<file path="config.mk">
export PLATFORM = sky130hd
export DESIGN_NAME = icache_dm_flat
export DESIGN_NICKNAME = d
export VERILOG_FILES = /design/src/rtl/icache_pkg.sv /design/src/rtl/icache_dm_if.sv /design/src/rtl/icache_refill_fsm.sv /design/src/rtl/icache_dm.sv /design/src/flat_wrapper.sv
export SDC_FILE = /design/constraint.sdc
export NUM_CORES = 2
export LEC_CHECK = 0
export ABC_AREA = 1
export CORE_MARGIN = 10
export CORE_UTILIZATION = 28
export DETAILED_ROUTE_END_ITERATION = 8
export MAX_ROUTING_LAYER = met4
export SLEW_MARGIN = 20
export SYNTH_ARGS = -nofsm -noshare
export SYNTH_HDL_FRONTEND = slang
export SYNTH_HIERARCHICAL = 1
export SYNTH_SLANG_ARGS = --single-unit
</file>
<file path="constraint.sdc">
create_clock -name clk -period 4.5 [get_ports clk]
set_input_delay 1.125 -clock clk [delete_from_list [all_inputs] [get_ports clk]]
set_output_delay 1.125 -clock clk [all_outputs]
set_load 0.02 [all_outputs]
</file>
<file path="src/rtl/icache_pkg.sv">
// rtl/icache_pkg.sv - shared types, derived widths and address helper for icache_dm
//
// Purpose: refill state enum, width functions derived from the cache
// geometry, and a helper that builds a line base address from tag and index.
// Ports: none (package).

package icache_pkg;

    typedef enum logic {
        IDLE   = 1'b0,
        REFILL = 1'b1
    } state_e;

    function automatic int calc_off_w(input int words_per_line);
        return $clog2(words_per_line);
    endfunction

    function automatic int calc_idx_w(input int lines);
        return $clog2(lines);
    endfunction

    function automatic int calc_tag_w(input int addr_w, input int lines, input int words_per_line);
        return addr_w - $clog2(lines) - $clog2(words_per_line) - 2;
    endfunction

    // Byte address of word 0 of the line {tag, index}; caller truncates to its width.
    function automatic logic [63:0] line_addr(input logic [63:0] tag, input logic [63:0] idx,
                                              input int idx_w, input int off_w);
        return (tag << (idx_w + off_w + 2)) | (idx << (off_w + 2));
    endfunction

endpackage

</file>
<file path="src/rtl/icache_dm_if.sv">
// rtl/icache_dm_if.sv - instruction memory read bus between icache_dm and memory
//
// Purpose: req/ack read handshake. Master (cache) holds mem_req/mem_addr
// stable until mem_ack; slave returns mem_rdata in the ack cycle.
// Signals: mem_req, mem_addr[ADDR_W], mem_rdata[32], mem_ack.

interface icache_dm_if #(
    parameter int ADDR_W = 32
);
    logic              mem_req;
    logic [ADDR_W-1:0] mem_addr;
    logic [31:0]       mem_rdata;
    logic              mem_ack;

    modport master (output mem_req, output mem_addr, input mem_rdata, input mem_ack);
    modport slave  (input mem_req, input mem_addr, output mem_rdata, output mem_ack);
endinterface

</file>
<file path="src/rtl/icache_refill_fsm.sv">
// rtl/icache_refill_fsm.sv - line refill sequencer for icache_dm
//
// Purpose: on start_i latches the missing tag/index, walks the line word by
// word over the memory bus and raises write enables for the cache arrays.
// Ports: clk, reset (sync, active-high), start_i, flush_i, tag_i, idx_i,
//        busy_o, data_we_o, wr_off_o, fill_done_o, miss_tag_o, miss_idx_o,
//        mem (icache_dm_if master).

module icache_refill_fsm
    import icache_pkg::*;
#(
    parameter int LINES          = 16,
    parameter int WORDS_PER_LINE = 4,
    parameter int ADDR_W         = 32,
    localparam int OFF_W = calc_off_w(WORDS_PER_LINE),
    localparam int IDX_W = calc_idx_w(LINES),
    localparam int TAG_W = calc_tag_w(ADDR_W, LINES, WORDS_PER_LINE)
) (
    input  logic             clk,
    input  logic             reset,
    input  logic             start_i,
    input  logic             flush_i,
    input  logic [TAG_W-1:0] tag_i,
    input  logic [IDX_W-1:0] idx_i,
    output logic             busy_o,
    output logic             data_we_o,
    output logic [OFF_W-1:0] wr_off_o,
    output logic             fill_done_o,
    output logic [TAG_W-1:0] miss_tag_o,
    output logic [IDX_W-1:0] miss_idx_o,
    icache_dm_if.master      mem
);

    state_e            state_q, state_d;
    logic [OFF_W-1:0]  cnt_q, cnt_d;
    logic              mem_req_q, mem_req_d;
    logic [ADDR_W-1:0] mem_addr_q, mem_addr_d;
    logic [TAG_W-1:0]  miss_tag_q, miss_tag_d;
    logic [IDX_W-1:0]  miss_idx_q, miss_idx_d;

    always_ff @(posedge clk) begin
        if (reset) begin
            state_q    <= IDLE;
            cnt_q      <= '0;
            mem_req_q  <= 1'b0;
            mem_addr_q <= '0;
            miss_tag_q <= '0;
            miss_idx_q <= '0;
        end else begin
            state_q    <= state_d;
            cnt_q      <= cnt_d;
            mem_req_q  <= mem_req_d;
            mem_addr_q <= mem_addr_d;
            miss_tag_q <= miss_tag_d;
            miss_idx_q <= miss_idx_d;
        end
    end

    always_comb begin
        state_d     = state_q;
        cnt_d       = cnt_q;
        mem_req_d   = mem_req_q;
        mem_addr_d  = mem_addr_q;
        miss_tag_d  = miss_tag_q;
        miss_idx_d  = miss_idx_q;
        data_we_o   = 1'b0;
        fill_done_o = 1'b0;
        case (state_q)
            IDLE: begin
                if (start_i) begin
                    state_d    = REFILL;
                    miss_tag_d = tag_i;
                    miss_idx_d = idx_i;
                    cnt_d      = '0;
                    mem_req_d  = 1'b1;
                    mem_addr_d = ADDR_W'(line_addr(64'(tag_i), 64'(idx_i), IDX_W, OFF_W));
                end
            end
            REFILL: begin
                // Flush beats a coincident final ack so the partial line is never validated.
                if (flush_i) begin
                    state_d   = IDLE;
                    mem_req_d = 1'b0;
                end else if (mem_req_q && mem.mem_ack) begin
                    data_we_o = 1'b1;
                    cnt_d     = cnt_q + 1'b1;
                    if (cnt_q == OFF_W'(WORDS_PER_LINE - 1)) begin
                        fill_done_o = 1'b1;
                        mem_req_d   = 1'b0;
                        state_d     = IDLE;
                    end else begin
                        mem_addr_d = mem_addr_q + ADDR_W'(4);
                    end
                end
            end
            default: state_d = IDLE;
        endcase
    end

    assign busy_o       = (state_q == REFILL);
    assign wr_off_o     = cnt_q;
    assign miss_tag_o   = miss_tag_q;
    assign miss_idx_o   = miss_idx_q;
    assign mem.mem_req  = mem_req_q;
    assign mem.mem_addr = mem_addr_q;

endmodule

</file>
<file path="src/rtl/icache_dm.sv">
// rtl/icache_dm.sv - direct-mapped read-only instruction cache with zero-latency lookup
//
// Purpose: combinational tag lookup in front of the IF/ID register; misses
// refill a whole line through icache_refill_fsm. Optional macro
// ICACHE_STATS_EN adds hit_count/miss_count outputs.
// Ports: clk, reset (sync, active-high), fetch_en, pc, flush,
//        instruction_out, hit, busy, [hit_count, miss_count], mem (bus master).

module icache_dm
    import icache_pkg::*;
#(
    parameter int LINES          = 16,
    parameter int WORDS_PER_LINE = 4,
    parameter int ADDR_W         = 32
) (
    input  logic              clk,
    input  logic              reset,
    input  logic              fetch_en,
    input  logic [ADDR_W-1:0] pc,
    input  logic              flush,
    output logic [31:0]       instruction_out,
    output logic              hit,
    output logic              busy,
`ifdef ICACHE_STATS_EN
    output logic [31:0]       hit_count,
    output logic [31:0]       miss_count,
`endif
    icache_dm_if.master       mem
);

    localparam int OFF_W = calc_off_w(WORDS_PER_LINE);
    localparam int IDX_W = calc_idx_w(LINES);
    localparam int TAG_W = calc_tag_w(ADDR_W, LINES, WORDS_PER_LINE);

    logic [LINES-1:0] valid_q;
    logic [TAG_W-1:0] tag_q  [LINES];
    logic [31:0]      data_q [LINES][WORDS_PER_LINE];

    logic [OFF_W-1:0] pc_off;
    logic [IDX_W-1:0] pc_idx;
    logic [TAG_W-1:0] pc_tag;
    logic             unused_pc_byte;
    logic             start;
    logic             data_we;
    logic             fill_done;
    logic [OFF_W-1:0] wr_off;
    logic [TAG_W-1:0] miss_tag;
    logic [IDX_W-1:0] miss_idx;

    assign pc_off         = pc[OFF_W+1 -: OFF_W];
    assign pc_idx         = pc[IDX_W+OFF_W+1 -: IDX_W];
    assign pc_tag         = pc[ADDR_W-1 -: TAG_W];
    assign unused_pc_byte = ^pc[1:0];

    // Lookup only while idle; a flush cycle never reports a hit.
    assign hit             = fetch_en & ~busy & ~flush & valid_q[pc_idx] & (tag_q[pc_idx] == pc_tag);
    assign instruction_out = data_q[pc_idx][pc_off];
    assign start           = fetch_en & ~busy & ~flush & ~hit;

    icache_refill_fsm #(
        .LINES          (LINES),
        .WORDS_PER_LINE (WORDS_PER_LINE),
        .ADDR_W         (ADDR_W)
    ) u_refill (
        .clk         (clk),
        .reset       (reset),
        .start_i     (start),
        .flush_i     (flush),
        .tag_i       (pc_tag),
        .idx_i       (pc_idx),
        .busy_o      (busy),
        .data_we_o   (data_we),
        .wr_off_o    (wr_off),
        .fill_done_o (fill_done),
        .miss_tag_o  (miss_tag),
        .miss_idx_o  (miss_idx),
        .mem         (mem)
    );

    always_ff @(posedge clk) begin
        if (reset) begin
            valid_q <= '0;
        end else if (flush) begin
            valid_q <= '0;
        end else if (fill_done) begin
            valid_q[miss_idx] <= 1'b1;
        end
    end

    // Data and tag storage carry no reset; valid_q alone qualifies them.
    always_ff @(posedge clk) begin
        if (data_we) begin
            data_q[miss_idx][wr_off] <= mem.mem_rdata;
        end
        if (fill_done) begin
            tag_q[miss_idx] <= miss_tag;
        end
    end

`ifdef ICACHE_STATS_EN
    logic [31:0] hit_count_q;
    logic [31:0] miss_count_q;

    always_ff @(posedge clk) begin
        if (reset) begin
            hit_count_q  <= '0;
            miss_count_q <= '0;
        end else begin
            if (hit) begin
                hit_count_q <= hit_count_q + 32'd1;
            end
            if (start) begin
                miss_count_q <= miss_count_q + 32'd1;
            end
        end
    end

    assign hit_count  = hit_count_q;
    assign miss_count = miss_count_q;
`endif

endmodule

</file>
<file path="src/flat_wrapper.sv">
// flat-port wrapper written by rule: the top's interface ports become plain ports
module icache_dm_flat import icache_pkg::*;
#(
    parameter int LINES          = 16,
    parameter int WORDS_PER_LINE = 4,
    parameter int ADDR_W         = 32
)
  (clk, reset, fetch_en, pc, flush, instruction_out, hit, busy, mem_mem_req, mem_mem_addr, mem_mem_rdata, mem_mem_ack);
  icache_dm_if #(.ADDR_W(ADDR_W)) mem_i ();
  input  logic clk;
  input  logic reset;
  input  logic fetch_en;
  input  logic [ADDR_W-1:0] pc;
  input  logic flush;
  output logic [31:0] instruction_out;
  output logic hit;
  output logic busy;
  output wire logic [$bits(mem_i.mem_req)-1:0] mem_mem_req;
  output wire logic [$bits(mem_i.mem_addr)-1:0] mem_mem_addr;
  input wire logic [$bits(mem_i.mem_rdata)-1:0] mem_mem_rdata;
  input wire logic [$bits(mem_i.mem_ack)-1:0] mem_mem_ack;
  assign mem_mem_req = mem_i.mem_req;
  assign mem_mem_addr = mem_i.mem_addr;
  assign mem_i.mem_rdata = mem_mem_rdata;
  assign mem_i.mem_ack = mem_mem_ack;
  icache_dm #(.LINES(LINES), .WORDS_PER_LINE(WORDS_PER_LINE), .ADDR_W(ADDR_W)) u_core (.clk(clk), .reset(reset), .fetch_en(fetch_en), .pc(pc), .flush(flush), .instruction_out(instruction_out), .hit(hit), .busy(busy), .mem(mem_i));
endmodule
</file>
# After elaboration in Yosys (flattened, before gate mapping)
# Memories as Yosys holds them, arrays and structs flattened.
# Cells that the tools add are included.
classes:
  n_mux: 39
  n_bitwise: 12
  n_reduce_logical: 8
  order_cmp: 6
  n_eq_ne: 8
  add_sub_neg: 2
op_table:
  columns: ["operator", "count"]
  rows:
  - ["two-way mux 32 bit", 7]
  - ["two-way mux 128 bit", 1]
  - ["binary-select mux 32 bit (select 2 bit)", 1]
  - ["demux 32 bit (select 2 bit)", 1]
  - ["case mux 32 bit (2 select lines)", 1]
  - ["adder 32 x 3 -> 32 bit, second input constant", 1]
  - ["bitwise OR 32 x 8 -> 32 bit", 1]
  - ["equality test 24 bit", 1]
  - ["two-way mux 1 bit", 20]
  - ["bitwise OR 16 bit", 1]
  - ["less-than comparator 4 x 5 -> 1 bit, second input constant", 2]
  - [">= comparator 3 bit, second input constant", 2]
  - ["two-way mux 2 bit", 3]
  - ["!= test 3 x 2 -> 1 bit, second input constant", 2]
  - ["inverter 2 -> 3 bit", 2]
  - ["AND reduction 3 bit", 2]
  - ["bitwise AND 1 bit", 5]
  - ["binary-select mux 1 bit (select 4 bit)", 1]
  - ["demux 1 bit (select 4 bit)", 1]
  - [">= comparator 4 x 1 -> 1 bit, second input constant", 1]
  - ["!= test 2 x 1 -> 1 bit, second input constant", 2]
  - ["!= test 2 bit, second input constant", 2]
  - ["case mux 1 bit (2 select lines)", 2]
  - ["case mux 2 bit (2 select lines)", 1]
  - ["8 further kinds", 12]
totals:
  register_bits: 80
  ram_bits: 2432
  memories: 2
  out_inout_bits: 67
memory_table:
  columns: ["name", "depth", "word_bits", "rd", "rd_clocked_by_memory_dff", "write_ports", "line_no", "source"]
  rows:
  - ["u_core.data_q", 16, 128, 1, 0, 1, "icache_dm.sv:37", "logic [31:0] data_q [LINES][WORDS_PER_LINE];"]
  - ["u_core.tag_q", 16, 24, 1, 0, 1, "icache_dm.sv:36", "logic [TAG_W-1:0] tag_q [LINES];"]

# Depth between registers and ports, before layout
logic_depth:
  depth_word: 9
  depth_mapped: 26

# By module
# The synthesis kept the hierarchy.
by_module_without_submodules:
  columns: ["module", "n_inst", "area_per_inst_um2", "cells_per_inst"]
  rows:
  - ["icache_dm", 1, 97192.0, 7658]
  - ["icache_refill_fsm", 1, 3299.4, 506]

# Worst setup path before layout
# Ideal clock, no wire load.
synth_timing:
  path_kind: "input to output"
  startpoint: "input port pc[6]"
  endpoint: "output port instruction_out[23]"
  setup_slack_ns: 0.583
  path_stages: 10
  arrival_ns: 2.792
  cell_sequence: "buf_4 -> clkinv_1 -> buf_4 -> buf_4 -> buf_2 -> clkbuf_1 -> nor2_1 -> o22ai_1 -> a21oi_1 -> a21oi_1"
synth_between:
  elab_chain_cells: 4
synth_lines:
  columns: ["item", "line_no", "source"]
  rows:
  - ["start: declaration", "flat_wrapper.sv:13", "input logic [ADDR_W-1:0] pc;"]
  - ["memory read (16 x 128 bit)", null, null]
  - ["binary-select mux 32 bit (select 2 bit)", "icache_dm.sv:57", "assign instruction_out = data_q[pc_idx][pc_off];"]
  - ["two-way mux 32 bit (not written as such) (2 in a row)", "icache_dm.sv:57", null]
  - ["end: declaration", "flat_wrapper.sv:15", "output logic [31:0] instruction_out;"]
# No other way between the ends. The select of a mux whose other input is x is not followed.

# Worst setup path in the final report
layout_timing:
  startpoint: "input port pc[4]"
  endpoint: "output port instruction_out[21]"
# The elaborated chain is that of the path after synthesis.

==> qor.csv <==
stage,metric,value,unit
run_status,outcome,"finished, violations left",
run_status,violated checks,negative setup slack,
timing,worst slew pin tran,952.6,ps
drt,Detail Route Antenna Nets,0,
drt,DR vias/cell,5.256,
drt,initial DRC count,9375,
synth,Mean Syn Cell Area,12.31,sq um
pwr,Static Leak,0.04180,uW
die,core area,356800,sq um
pwr,sw frac,22.89,%
placement,IO Port Bufs,131,
timing,RSZ-0062 raised after global routing,yes,
worst_setup_path,Worst Path Required,3380,ps
finish,Final Util,35.21,%
synth,warnings from Yosys,6,
drt,Post-Route WL,331400,microns
synth,Netlist cell types,45,
finish,final instance area,125600,sq um
timing,# setup viols final,14,
timing,max-slew violation count,0,
finish,fin nets,8833,
pwr,clock share of power,39.8,%
worst_setup_path,CP max FO,8,
placement,Final GP Congestion,0.8552,
drt,WL/cell,24.19,microns
synth,asr flop ratio synth,0,%
synth,"flops & latches, synth",2510,
drt,DR DRC count,0,
synth,Synth Cell Area,100500,sq um
pwr,internal power,38310,uW
placement,hpwl dp,178100,microns
timing,Max-slew headroom,36.42,%
run,max cap viols,0,
pwr,cell area power density,395.6,nW/um^2
finish,Synth-to-Final Area Change,24.99,%
drt,DR pass1 iterations,6,
global_route,vias in the first global route,67010,
pwr,Peak VDD IR,0.0003495,V
global_route,GR Overflow Total,0,
timing,fmax,219.3,MHz
clock_network,# hold bufs at CTS,0,
clock_network,CTS root buf,clkbuf_16,
clock_network,TritonCTS Sinks,2510,
global_route,first-pass GRT wire length,463000,microns
die,die area,383300,sq um
drt,routed vias,72020,
finish,share of layout cells above drive strength 1,16.61,%
worst_setup_path,crit path kind,in2out,
die,Die X,619.1,microns
timing,Hold Fails Final Rpt,0,
timing,final critical-path share of the clock period,101.3,%
synth,post-synthesis sequential area ratio,74.23,%
timing,setup tns final,-434.4,ps
global_route,initial antenna violation count,7,
die,row cnt,219,
worst_setup_path,CP endpoint kind,primary output,
worst_setup_path,startpoint types,input pin,
worst_setup_path,worst path arrival time,3430,ps
timing,Final WS setup,-59.47,ps
clock_network,clk slew on worst S/H paths,60,ps
timing,Layout Skew,130.0,ps
clock_network,Worst-Skew Late Latency,940,ps
global_route,GR Util All Layers,16.48,%
clock_network,CTS tree,built,
die,IO Count,136,
synth,synthesized netlist cell count,8164,
clock_network,TritonCTS buffer count,241,
synth,Main synth FF type,edfxtp_1,
clock_network,Max Root-Sink Buffers,4,
global_route,largest net degree at the start of global routing,65,
placement,Post-Place Cell Area,112900,sq um
hold_path,Hold WC Path Type,reg2reg,
pwr,Psw,11370,uW
timing,minimum clock period,4559,ps
die,Die H,619.1,microns
pwr,Flop pwr share,51.8,%
synth,number of synthesized flops with an enable pin,2432,
die,Initial Utilization,28.17,%
clock_network,H-tree Lvls,4,
pwr,power share of the combinational group,8.4,%
path summary, 6_finish.rpt:
path / startpoint / end / slack [ps] / cells after the start
worst max-delay path: pc[4] / instruction_out[21] / -60 / 17
worst min-delay path: u_core/valid_q[11] / u_core/valid_q[11] / 460 / 2
worst max register to register: u_core/u_refill/wr_off_o[0] / u_core/tag_q[0][10] / 1580 / 8
worst min register to register: u_core/valid_q[11] / u_core/valid_q[11] / 460 / 2
final cells by class:
class	count	area [sq um]
fill	34040	231200
sequential	2510	74590
multi-input combinational	4908	24100
timing repair buffer	910	12650
clock buffer	294	6302
tap	4751	5944
clock inverter	133	1207
inverter	189	778.2
timing repair inverter	2	20.02
antenna	4	10.01
logic make-up after synthesis:
family,after synthesis,share of synthesized area (%)
AOI/OAI and AO/OA,2075,11.22
buffers and inverters,747,3.322
adders and majority gates,2,0.02490
DFF,2510,74.23
xor gates and xnor gates,2,0.01743
and+or+nand+nor,2827,11.19
other,1,0.003732
sequential cells by signal, indices dropped and copies added (netlist names), 2 cells and up:
register and flops:
u_core/data_q 2048, u_core/u_refill/mem.mem_addr 30, u_core/valid_q 16, u_core/u_refill/miss_tag_o 24, u_core/tag_q 384, u_core/u_refill/wr_off_o 2
u_core/u_refill/miss_idx_o 4
what timing repair did:
action	4_1_cts	5_1_grt
setup buffers	44	58
pin swaps	35	171
cloned	40	51
resized for setup	163	389
setup endpoints to repair	33	33
cells in the final DEF (no fill, tap or decap), types with 43 or more instances in the layout:
master	Yosys	routed
clkbuf_1	329	48
o22ai_1	600	563
nand2_1	900	861
edfxtp_1	2432	2432
clkdlybuf4s50_1	0	60
buf_16	0	60
buf_12	1	212
o21ai_2	1	47
buf_6	17	74
nor2_4	0	83
clkinv_2	0	43
nor2_1	1485	1393
o21ai_0	1268	1108
nand3_1	401	375
o21ai_1	81	185
inv_1	183	182
a21oi_1	83	74
buf_4	59	413
clkinv_1	1	50
dfxtp_1	78	77
clkbuf_16	0	292
worst max-delay path, cell delays in order:
cell and delay [ps]:
buf_16 110, buf_12 130, buf_16 170, buf_16 180, buf_16 180, buf_12 170, clkbuf_16 160, buf_6 100
o21ai_0 80, o22ai_1 180, nand2_1 80, nand3_2 80, nand3_1 80, nand2_1 110, nand2_2 100, o21ai_4 150
buf_6 170
Yosys cell counts, types with 2 or more instances:
master,instances,area [sq um]
edfxtp_1,2432,73030
nor2_1,1485,5574
o21ai_0,1268,6346
nand2_1,900,3378
o22ai_1,600,3754
nand3_1,401,2007
clkbuf_1,329,1235
inv_1,183,686.9
buf_2,131,655.6
a21oi_1,83,415.4
o21ai_1,81,405.4
dfxtp_1,78,1562
buf_4,59,442.9
buf_1,21,78.83
o211ai_1,18,135.1
buf_6,17,191.4
nor3_1,9,45.04
nor2_2,8,50.05
o21ba_2,8,80.08
nand3b_1,6,45.04
o221ai_1,6,52.55
or2_2,5,31.28
o31ai_1,4,30.03
a211oi_1,3,22.52
inv_2,3,11.26
a21oi_2,2,17.52
ha_1,2,25.02
inv_4,2,12.51
nand2_2,2,12.51
or2_0,2,12.51
xnor2_1,2,17.52
per-stage QoR:
| step | hold WS (ps) | power [uW] | worst slack, ps | std cells |
|---|---|---|---|---|
| detailed placement | 451.6 | 29670 | -463.5 | 13090 |
| CTS | 460.8 | 49460 | -106.5 | 13600 |
| finish | 460.5 | 49680 | -59.47 | 13700 |
| global route | 473.0 | 51070 | -96.60 | 13700 |
| floorplan | 434.9 | 27890 | 583.4 | 8165 |
| global placement | 442.6 | 29620 | -474.5 | 13090 |
layer usage:
metal	GRT usage (%)	vias to the layer above	part of all wire [%]
met4	5.222	0	3.7
li1	-	30980	-
met1	22.49	36200	41
met5	-	-	0
met2	24.93	4187	45
met3	3.018	656	11
power by group through the flow:
stage,Sequential (uW),Clock (uW),Combinational [uW]
floorplan,26200,0,1650
CTS,25800,20000,3740
global route,25800,20900,4420
finish,25800,19800,4160
global placement,26300,0,3360
detailed placement,26300,0,3400
Note: power is estimated with default switching activity, not from simulation.
